### src/rtl/ex_muldiv_unit.sv
// Execute-stage iterative RV32M multiply/divide: one radix-2 shift-add or
// restoring-divide step per cycle on operand magnitudes, sign fixed up at the end.
module ex_muldiv_unit #(
  parameter int XLEN = 32
) (
  input  logic            clk,
  input  logic            reset,
  input  logic            FlushE,
  input  logic            StartE,
  input  logic [2:0]      Funct3E,
  input  logic [XLEN-1:0] SrcAE,
  input  logic [XLEN-1:0] SrcBE,
  input  logic [4:0]      RdE,
  output logic            BusyE,
  output logic            DoneE,
  output logic [XLEN-1:0] ResultE,
  output logic [4:0]      RdMDE
);

  typedef enum logic [1:0] {IDLE, RUN, DONE} state_t;

  state_t      state;
  logic [5:0]  cnt;
  logic [63:0] acc;   // mul: {partial hi, multiplier}; div: {remainder, quotient}
  logic [31:0] opnd;  // multiplicand or divisor magnitude
  logic [2:0]  f3_q;
  logic        neg_q;
  logic [4:0]  rd_q;

  logic        sgn_a, sgn_b, sa, sb, div0, ovf, special;
  logic [31:0] a_mag, b_mag, special_res;
  logic [32:0] mul_sum, div_t;
  logic [63:0] mul_nxt, div_nxt, step_nxt, prod_s;
  logic [31:0] q_mag, r_mag, fin;

  always_comb begin
    sgn_a = Funct3E[2] ? ~Funct3E[0] : (Funct3E[1:0] != 2'b11);
    sgn_b = Funct3E[2] ? ~Funct3E[0] : ~Funct3E[1];
    sa    = sgn_a & SrcAE[31];
    sb    = sgn_b & SrcBE[31];
    a_mag = sa ? -SrcAE : SrcAE;
    b_mag = sb ? -SrcBE : SrcBE;
    div0  = (SrcBE == 32'd0);
    ovf   = ~Funct3E[0] && (SrcAE == 32'h8000_0000) && (SrcBE == 32'hFFFF_FFFF);
    special = Funct3E[2] & (div0 | ovf);
    if (div0) special_res = Funct3E[1] ? SrcAE : 32'hFFFF_FFFF;
    else      special_res = Funct3E[1] ? 32'd0 : 32'h8000_0000;

    mul_sum  = {1'b0, acc[63:32]} + (acc[0] ? {1'b0, opnd} : 33'd0);
    mul_nxt  = {mul_sum, acc[31:1]};
    // Trial subtract of the shifted partial remainder; borrow means restore.
    div_t    = acc[63:31] - {1'b0, opnd};
    div_nxt  = div_t[32] ? {acc[62:0], 1'b0} : {div_t[31:0], acc[30:0], 1'b1};
    step_nxt = f3_q[2] ? div_nxt : mul_nxt;

    prod_s = neg_q ? -step_nxt : step_nxt;
    q_mag  = step_nxt[31:0];
    r_mag  = step_nxt[63:32];
    if (f3_q[2])              fin = f3_q[1] ? (neg_q ? -r_mag : r_mag) : (neg_q ? -q_mag : q_mag);
    else if (f3_q[1:0] == 0)  fin = prod_s[31:0];
    else                      fin = prod_s[63:32];
  end

  assign BusyE = ~reset & (((state == IDLE) & StartE & ~FlushE) | (state == RUN));

  always_ff @(posedge clk or posedge reset) begin
    if (reset) begin
      state   <= IDLE;
      cnt     <= '0;
      acc     <= '0;
      opnd    <= '0;
      f3_q    <= '0;
      neg_q   <= 1'b0;
      rd_q    <= '0;
      DoneE   <= 1'b0;
      ResultE <= '0;
      RdMDE   <= '0;
    end else if (FlushE) begin
      state <= IDLE;
      cnt   <= '0;
      DoneE <= 1'b0;
    end else begin
      case (state)
        IDLE: begin
          DoneE <= 1'b0;
          if (StartE) begin
            f3_q  <= Funct3E;
            rd_q  <= RdE;
            cnt   <= '0;
            neg_q <= (Funct3E[2] & Funct3E[1]) ? sa : (sa ^ sb);
            opnd  <= Funct3E[2] ? b_mag : a_mag;
            acc   <= Funct3E[2] ? {32'd0, a_mag} : {32'd0, b_mag};
            if (special) begin
              state   <= DONE;
              DoneE   <= 1'b1;
              ResultE <= special_res;
              RdMDE   <= RdE;
            end else begin
              state <= RUN;
            end
          end
        end
        RUN: begin
          acc <= step_nxt;
          cnt <= cnt + 6'd1;
          if (cnt == 6'd31) begin
            state   <= DONE;
            DoneE   <= 1'b1;
            ResultE <= fin;
            RdMDE   <= rd_q;
          end
        end
        DONE: begin
          // StartE is still the same instruction here; never restart from DONE.
          state <= IDLE;
          DoneE <= 1'b0;
          cnt   <= '0;
        end
        default: state <= IDLE;
      endcase
    end
  end

endmodule

### config.mk
export PLATFORM = sky130hd
export DESIGN_NAME = ex_muldiv_unit
export DESIGN_NICKNAME = d
export VERILOG_FILES = /design/src/rtl/ex_muldiv_unit.sv
export SDC_FILE = /design/constraint.sdc
export NUM_CORES = 1
export LEC_CHECK = 0
export ABC_AREA = 0
export CAP_MARGIN = 30
export CORE_MARGIN = 8
export CORE_UTILIZATION = 40
export DETAILED_ROUTE_END_ITERATION = 7
export REMOVE_ABC_BUFFERS = 1
export SKIP_LAST_GASP = 1
export SYNTH_ARGS = -nofsm -noshare
export SYNTH_HDL_FRONTEND = slang
export SYNTH_SLANG_ARGS = --single-unit
### constraint.sdc
create_clock -name clk -period 6.2 [get_ports clk]
set_clock_uncertainty 0.2 [all_clocks]
set_input_delay 1.24 -clock clk [delete_from_list [all_inputs] [get_ports clk]]
set_output_delay 1.24 -clock clk [all_outputs]
set_load 0.02 [all_outputs]
==> impl_metrics.toml, run 1 <==
[synthesis]
synth_top_family_by_area = "compound AO/OA/AOI/OAI gates"
avgSynthCellArea_um2 = 7.22
yosys.area_share.xor_xnor = 0.0800
synth-seq-cells = 151
synth_simple_gate_area_frac = 0.255
synth_mux_area_frac = 0.0422
ys_async_sr_fraction = 1.00
synth_edf_count = 0
ys_types = 103
synthAdderAreaFrac = 0.0552
synth_largest_type_area_fraction = 0.222
synthesis.area_um2 = 17100
syn_inst = 2361
yosysSeqAreaShare = 0.222
yosys.area.top_type = "dfrtp_1"
yosysWarnings = 0
synth_ff_type = "dfrtp_1"
synth_area_leaders = "dfrtp_1 22%, o21ai_0 6.9%, nand2_1 6.3%, a21oi_1 6.1%, ha_1 5.3%"
synth-compound-area-share = 0.297

[floorplanning]
die_w_um = 223
dieArea_um2 = 49500
io_pins = 115
rows = 75
fp.coreArea_um2 = 42000
die_y_um = 223
initial_utilization = 0.406

[min_path]
hold_path.class = "register to register"
whs_path_depth = 2

[layout]
num-nets-final = 2577
layout_commonest_cell = "nand2_1"
drive_gt1_frac = 0.0713
mostFrequentLayoutCells = "287 x nand2_1, 234 x nor2_1, 232 x o21ai_0"
syn2layout_area_growth_pct = 14.2

[timing]
slew_headroom = 0.276
hold_viol_final = 0
layout_setup_ws_ns = 0.289
timing.final.crit_share = 0.953
rsz0062_at_grt = "no"
max_slew.worst_pin.slew_ns = 1.09
final-max-slew-violation-count = 0
setup_violations = 0
hold_ws_ns = 0.280
finalSetupTns_ns = 0
fin_crit_ns = 5.91
fmax_ghz = 0.169

[critical_path]
r2r_cells = 23
cp-endpoint = "ResultE[30]"
worst_ep_required_time_ns = 6.33
crit_chain = "inv_1, ha_1, fa_2, nand2b_1, a21o_4, a211o_1, o21ai_4, a211oi_4, xnor2_2, a21oi_2, ha_2, o21ai_1, or2_4, nor4_4, nand3_1, or2_2, or3_1, o21a_1, nand4b_1, nor4b_2, mux2i_1, a22o_1, o22a_1"
crit_path_end_kind = "register"
cp_slowest_cell = "dfrtp_1"
cp_max_fo = 8
crit_path_start = "acc[31]"
rr_startpoint = "acc[31]"
start_kind = "register"
rrSetupSlack_ns = 0.29
r2r_end = "ResultE[30]"
critical_path_class = "register to register"
crit_path_max_incr_delay_ns = 0.38
arrival_ns = 6.04

[clock_network]
cts_setup_buffers = 0
clock_latency_ns = 0.45
cts.sinks = 151
clkSlewWorstSetupHoldPaths_ns = 0.06
hold_buffers = 0
htree_levels = 4
numCtsBuffers = 17
cts_tree = "yes"
cts-root-buf = "clkbuf_16"
ctsLongestPathBuffers = 2

[power]
p_leak_nw = 7.66
vdd_drop_max_mv = 0.185
power.total_mw = 8.64
powerDensity_nw_per_um2 = 444

[route]
wl_mm = 72.0
drtIter0Drc = 1890
wl_per_cell_um = 24.2
drcViolationCount = 0
via_per_inst = 6.31
drt-pass1-iter-count = 6
ant_nets = 0
dr_total_vias = 18800

[place]
port-buffer-count = 114
dp_slack_ns = 0.0798
dp_hpwl_mm = 56.5
gp_congestion = 0.960

[grt]
antenna_found_initial = 3
grt_pass1_wl_mm = 109
grt_pass1_vias = 17600
groute.usage.overall = 0.281
grt-ovfl-total = 0
grt_max_degree = 91

[run_status]
status = "completed"

[flow_run]
max_cap_violations = 0
[flip-flops by register name (all words and copies together) (netlist names)]
| register | count |
|---|---|
| cnt | 6 |
| rd_q | 5 |
| neg_q | 1 |
| ResultE | 32 |
| opnd | 32 |
| DoneE | 1 |
| acc | 64 |
| RdMDE | 5 |
| f3_q | 3 |
| state | 2 |
[cell type report]
type	count	area [um2]
Sequential cell	151	3780
Clock inverter	8	75.1
Tap cell	539	674
Timing Repair Buffer	186	1680
Multi-Input combinational cell	1999	12500
Clock buffer	24	472
Inverter	72	275
Antenna cell	2	5.00
Fill cell	4319	22600
[critical path: cells and delay by family (launching register included)]
| family | cells | cell delay (ns) |
|---|---|---|
| AO/OA/AOI/OAI | 9 | 1.82 |
| XOR/XNOR | 1 | 0.20 |
| adder cells (fa/ha/maj) | 3 | 0.81 |
| buffers and inverters | 1 | 0.07 |
| flip-flops | 1 | 0.38 |
| multiplexers | 1 | 0.11 |
| AND/OR/NAND/NOR | 8 | 2.18 |
[worst min-delay path by stage]
stage                  from      end  slack, ns
floorplan            cnt[5]   cnt[5]       0.24
global placement    rd_q[3]  rd_q[3]       0.26
detailed placement   cnt[5]   cnt[5]       0.26
CTS                  cnt[5]   cnt[5]       0.28
global route         cnt[5]   cnt[5]       0.31
finish              rd_q[4]  rd_q[4]       0.28
[through the flow]
step           area, um2  utilization  instances
4_1_cts            19500        0.463       2979
6_report           19500        0.464       2981
3_5_place_dp       18900        0.450       2947
5_1_grt            19500        0.463       2979
2_1_floorplan      16500            -       2222
3_3_place_gp       18900        0.449       2946
[power breakdown]
part           switching, mW  internal (mW)  total [mW]
combinational           3.74           2.14        5.88
clock                  0.457          0.572        1.03
sequential             0.427           1.30        1.73
[cell usage after synthesis (7+ instances only)]
cell type / count
nand2_1: 288
nor2_1: 236
o21ai_0: 234
a21oi_1: 209
dfrtp_1: 151
clkbuf_1: 102
xnor2_1: 87
ha_1: 72
inv_1: 70
xor2_1: 67
nor3_1: 56
mux2i_1: 55
nand3_1: 51
and2_1: 50
a31oi_1: 45
nand2b_1: 38
o211ai_1: 35
o31ai_1: 31
a211oi_1: 27
nand4_1: 27
and3_1: 26
or3_1: 26
a22o_1: 18
buf_2: 18
a21o_1: 16
nor4_1: 16
o21a_1: 16
or2_2: 16
a211o_1: 15
buf_1: 14
or4_1: 14
o41ai_1: 13
mux2_2: 11
o21ai_1: 11
o21bai_1: 11
a2111oi_0: 9
a221oi_1: 9
nor2b_1: 9
o2111ai_1: 8
o22ai_1: 7
o311ai_0: 7
[what timing repair did]
item	CTS	global route
endpoints found under the hold margin	0	0
endpoints found under the setup margin	0	9
resized for setup	0	8
[routing by layer]
| layer | track usage | share of wire | vias to the layer above |
|---|---|---|---|
| li1 | - | - | 8786 |
| met1 | 0.381 | 0.45 | 9147 |
| met2 | 0.459 | 0.46 | 746 |
| met3 | 0.0353 | 0.064 | 124 |
| met4 | 0.0890 | 0.029 | 0 |
| met5 | 0 | 0 | - |
[kinds of logic (layout without fill, tap and decap cells)]
logic type      count (synthesis)  count (layout)
mux                            69              69
flops                         151             151
fa+ha+maj                      74              74
simple gates                  901             901
buf+inv                       211             290
xor+xnor                      155             155
other cells                     0               2
compound gates                800             800
Power figures use the tool's default switching activity.
==> run 2, diff against run 1 <==
CORE_ASPECT_RATIO = 1.4   (was default)
==> run 2 against run 1 <==
  * Die area increased by 0.19%
  * First-iteration DRC count decreased by 24%
  * Final area increased by 0.60%
  * Non-clock buffer count increased by 5
  * Critical path type unchanged
  * Critical endpoint is now ResultE[26]
  * Highest routed layer unchanged
==> impl_metrics.toml, run 2 (synthesis results as in run 1) <==
[layout]
fill_cells = 4344
finalInstanceArea_um2 = 19600
top_register = "acc"
largest_reg_flops = 64
drive_gt1_frac = 0.0728
top_regs = "acc x64, ResultE x32, opnd x32"
mostFrequentLayoutCells = "287 x nand2_1, 234 x nor2_1, 233 x o21ai_0"
layout_commonest_cell = "nand2_1"
syn2layout_area_growth_pct = 14.9
num-nets-final = 2582
diodes = 0

[clock_network]
ctsLongestPathBuffers = 2
clkSlewWorstSetupHoldPaths_ns = 0.07
cts_tree = "yes"
numCtsBuffers = 17
htree_levels = 4
cts_setup_buffers = 0
cts.sinks = 151
cts-root-buf = "clkbuf_16"
clock_latency_ns = 0.46

[grt]
grt_use_met2 = 0.503
antenna_found_initial = 0
groute.usage.overall = 0.293
grt_max_degree = 79
grt-ovfl-total = 0
grt.busiest_layer = "met2"
globalRouteMet3Util = 0.0330
use_met1 = 0.343
grt_pass1_wl_mm = 111
grt_pass1_vias = 18200

[power]
p_int_mw = 4.11
swShare = 0.531
p_seq_frac = 0.197
powerDensity_nw_per_um2 = 447
netSwitchingPower_mw = 4.66
power_frac_comb = 0.674
p_leak_nw = 7.73
vdd_drop_max_mv = 0.228
clkPwrFrac = 0.130

[floorplanning]
initial_utilization = 0.405
dieArea_um2 = 49600
io_pins = 115
die_y_um = 260
fp.coreArea_um2 = 42100
rows = 89
die_w_um = 191

[route]
drcViolationCount = 0
drtIter0Drc = 1444
via_per_inst = 6.32
drt-pass1-iter-count = 6
wl_per_cell_um = 24.9
dr_total_vias = 18900
ant_nets = 0
wl_mm = 74.4

[critical_path]
critical_path_class = "register to register"
rr_startpoint = "acc[40]"
r2r_cells = 15
cp-endpoint = "ResultE[26]"
rrSetupSlack_ns = 0.23
crit_path_start = "acc[40]"
r2r_end = "ResultE[26]"
arrival_ns = 6.08
cp_max_fo = 17
crit_path_end_kind = "register"
start_kind = "register"
worst_ep_required_time_ns = 6.31

[timing]
layout_setup_ws_ns = 0.232
max_slew.worst_pin.slew_ns = 1.17
hold_viol_final = 0
fmax_ghz = 0.168
timing.final.crit_share = 0.963
setup_violations = 0
final-max-slew-violation-count = 0
fin_crit_ns = 5.97
slew_headroom = 0.198

[run_status]
status = "completed"

[place]
port-buffer-count = 114
dpl_cell_area_um2 = 19000
dp_slack_ns = 0.294
gp_congestion = 0.963
dp_hpwl_mm = 58.4

[flow_run]
max_cap_violations = 0

[min_path]
hold_path.class = "register to register"
run 2: how the worst min path moves through the flow:
| stage | slack, ns | end | from | depth (start not counted) |
|---|---|---|---|---|
| after floorplan | 0.24 | cnt[5] | cnt[5] | 1 |
| after global placement | 0.26 | rd_q[4] | rd_q[4] | 2 |
| after detailed placement | 0.26 | cnt[5] | cnt[5] | 1 |
| after CTS | 0.27 | cnt[5] | cnt[5] | 1 |
| after global routing | 0.30 | cnt[5] | cnt[5] | 1 |
| final | 0.27 | cnt[5] | cnt[5] | 1 |
run 2: timing repair:
action                     CTS  global route
resized for setup            0             4
hold buffers                 0             0
setup endpoints to repair    0             4
hold endpoints to repair     0             0
run 2: cell type report:
| class | instances | area, um2 | area share |
|---|---|---|---|
| inverters | 72 | 275 | 0.0140 |
| repair buffers | 191 | 1750 | 0.0891 |
| well taps | 546 | 683 | 0.0348 |
| clock buffers | 21 | 460 | 0.0235 |
| clock inverters | 10 | 145 | 0.00740 |
| multi-input cells | 1999 | 12500 | 0.638 |
| flip-flops and latches | 151 | 3780 | 0.193 |
run 2: per-layer routing:
layer | vias up | part of all wire
met3 | 206 | 0.054
met5 | - | 0
met1 | 9134 | 0.40
met4 | 0 | 0.066
met2 | 763 | 0.48
li1 | 8781 | -
run 2: stage by stage:
stage / setup TNS [ns] / total power [mW] / util / hold slack [ns] / instances
after floorplan: -19.00 / 5.36 / - / 0.236 / 2222
after global placement: 0 / 7.42 / 0.450 / 0.257 / 2957
after detailed placement: 0 / 7.47 / 0.451 / 0.262 / 2959
after CTS: 0 / 8.64 / 0.465 / 0.272 / 2990
after global routing: -0.0117 / 9.27 / 0.466 / 0.304 / 2990
final: 0 / 8.77 / 0.466 / 0.272 / 2990
run 2: critical path: stages, from the launching register on:
cell and delay (ns):
dfrtp_1 0.48, ha_1 0.45, a21oi_2 0.24, o21ai_2 0.11, a21oi_1 0.33, o21ai_4 0.14, a211o_2 0.45, xnor2_2 0.79
buf_4 0.40, mux2i_1 0.18, a221oi_1 0.35, nand3_1 0.35, or3b_1 0.50, mux2_1 0.32, a211oi_1 0.38, o31ai_1 0.12
run 2: power groups by stage:
| stage | logic [mW] | registers, mW | clock network (mW) |
|---|---|---|---|
| CTS | 5.79 | 1.71 | 1.15 |
| global route | 6.34 | 1.76 | 1.18 |
| detailed placement | 5.75 | 1.72 | 0 |
| floorplan | 3.59 | 1.77 | 0 |
| global placement | 5.70 | 1.72 | 0 |
| finish | 5.91 | 1.72 | 1.14 |
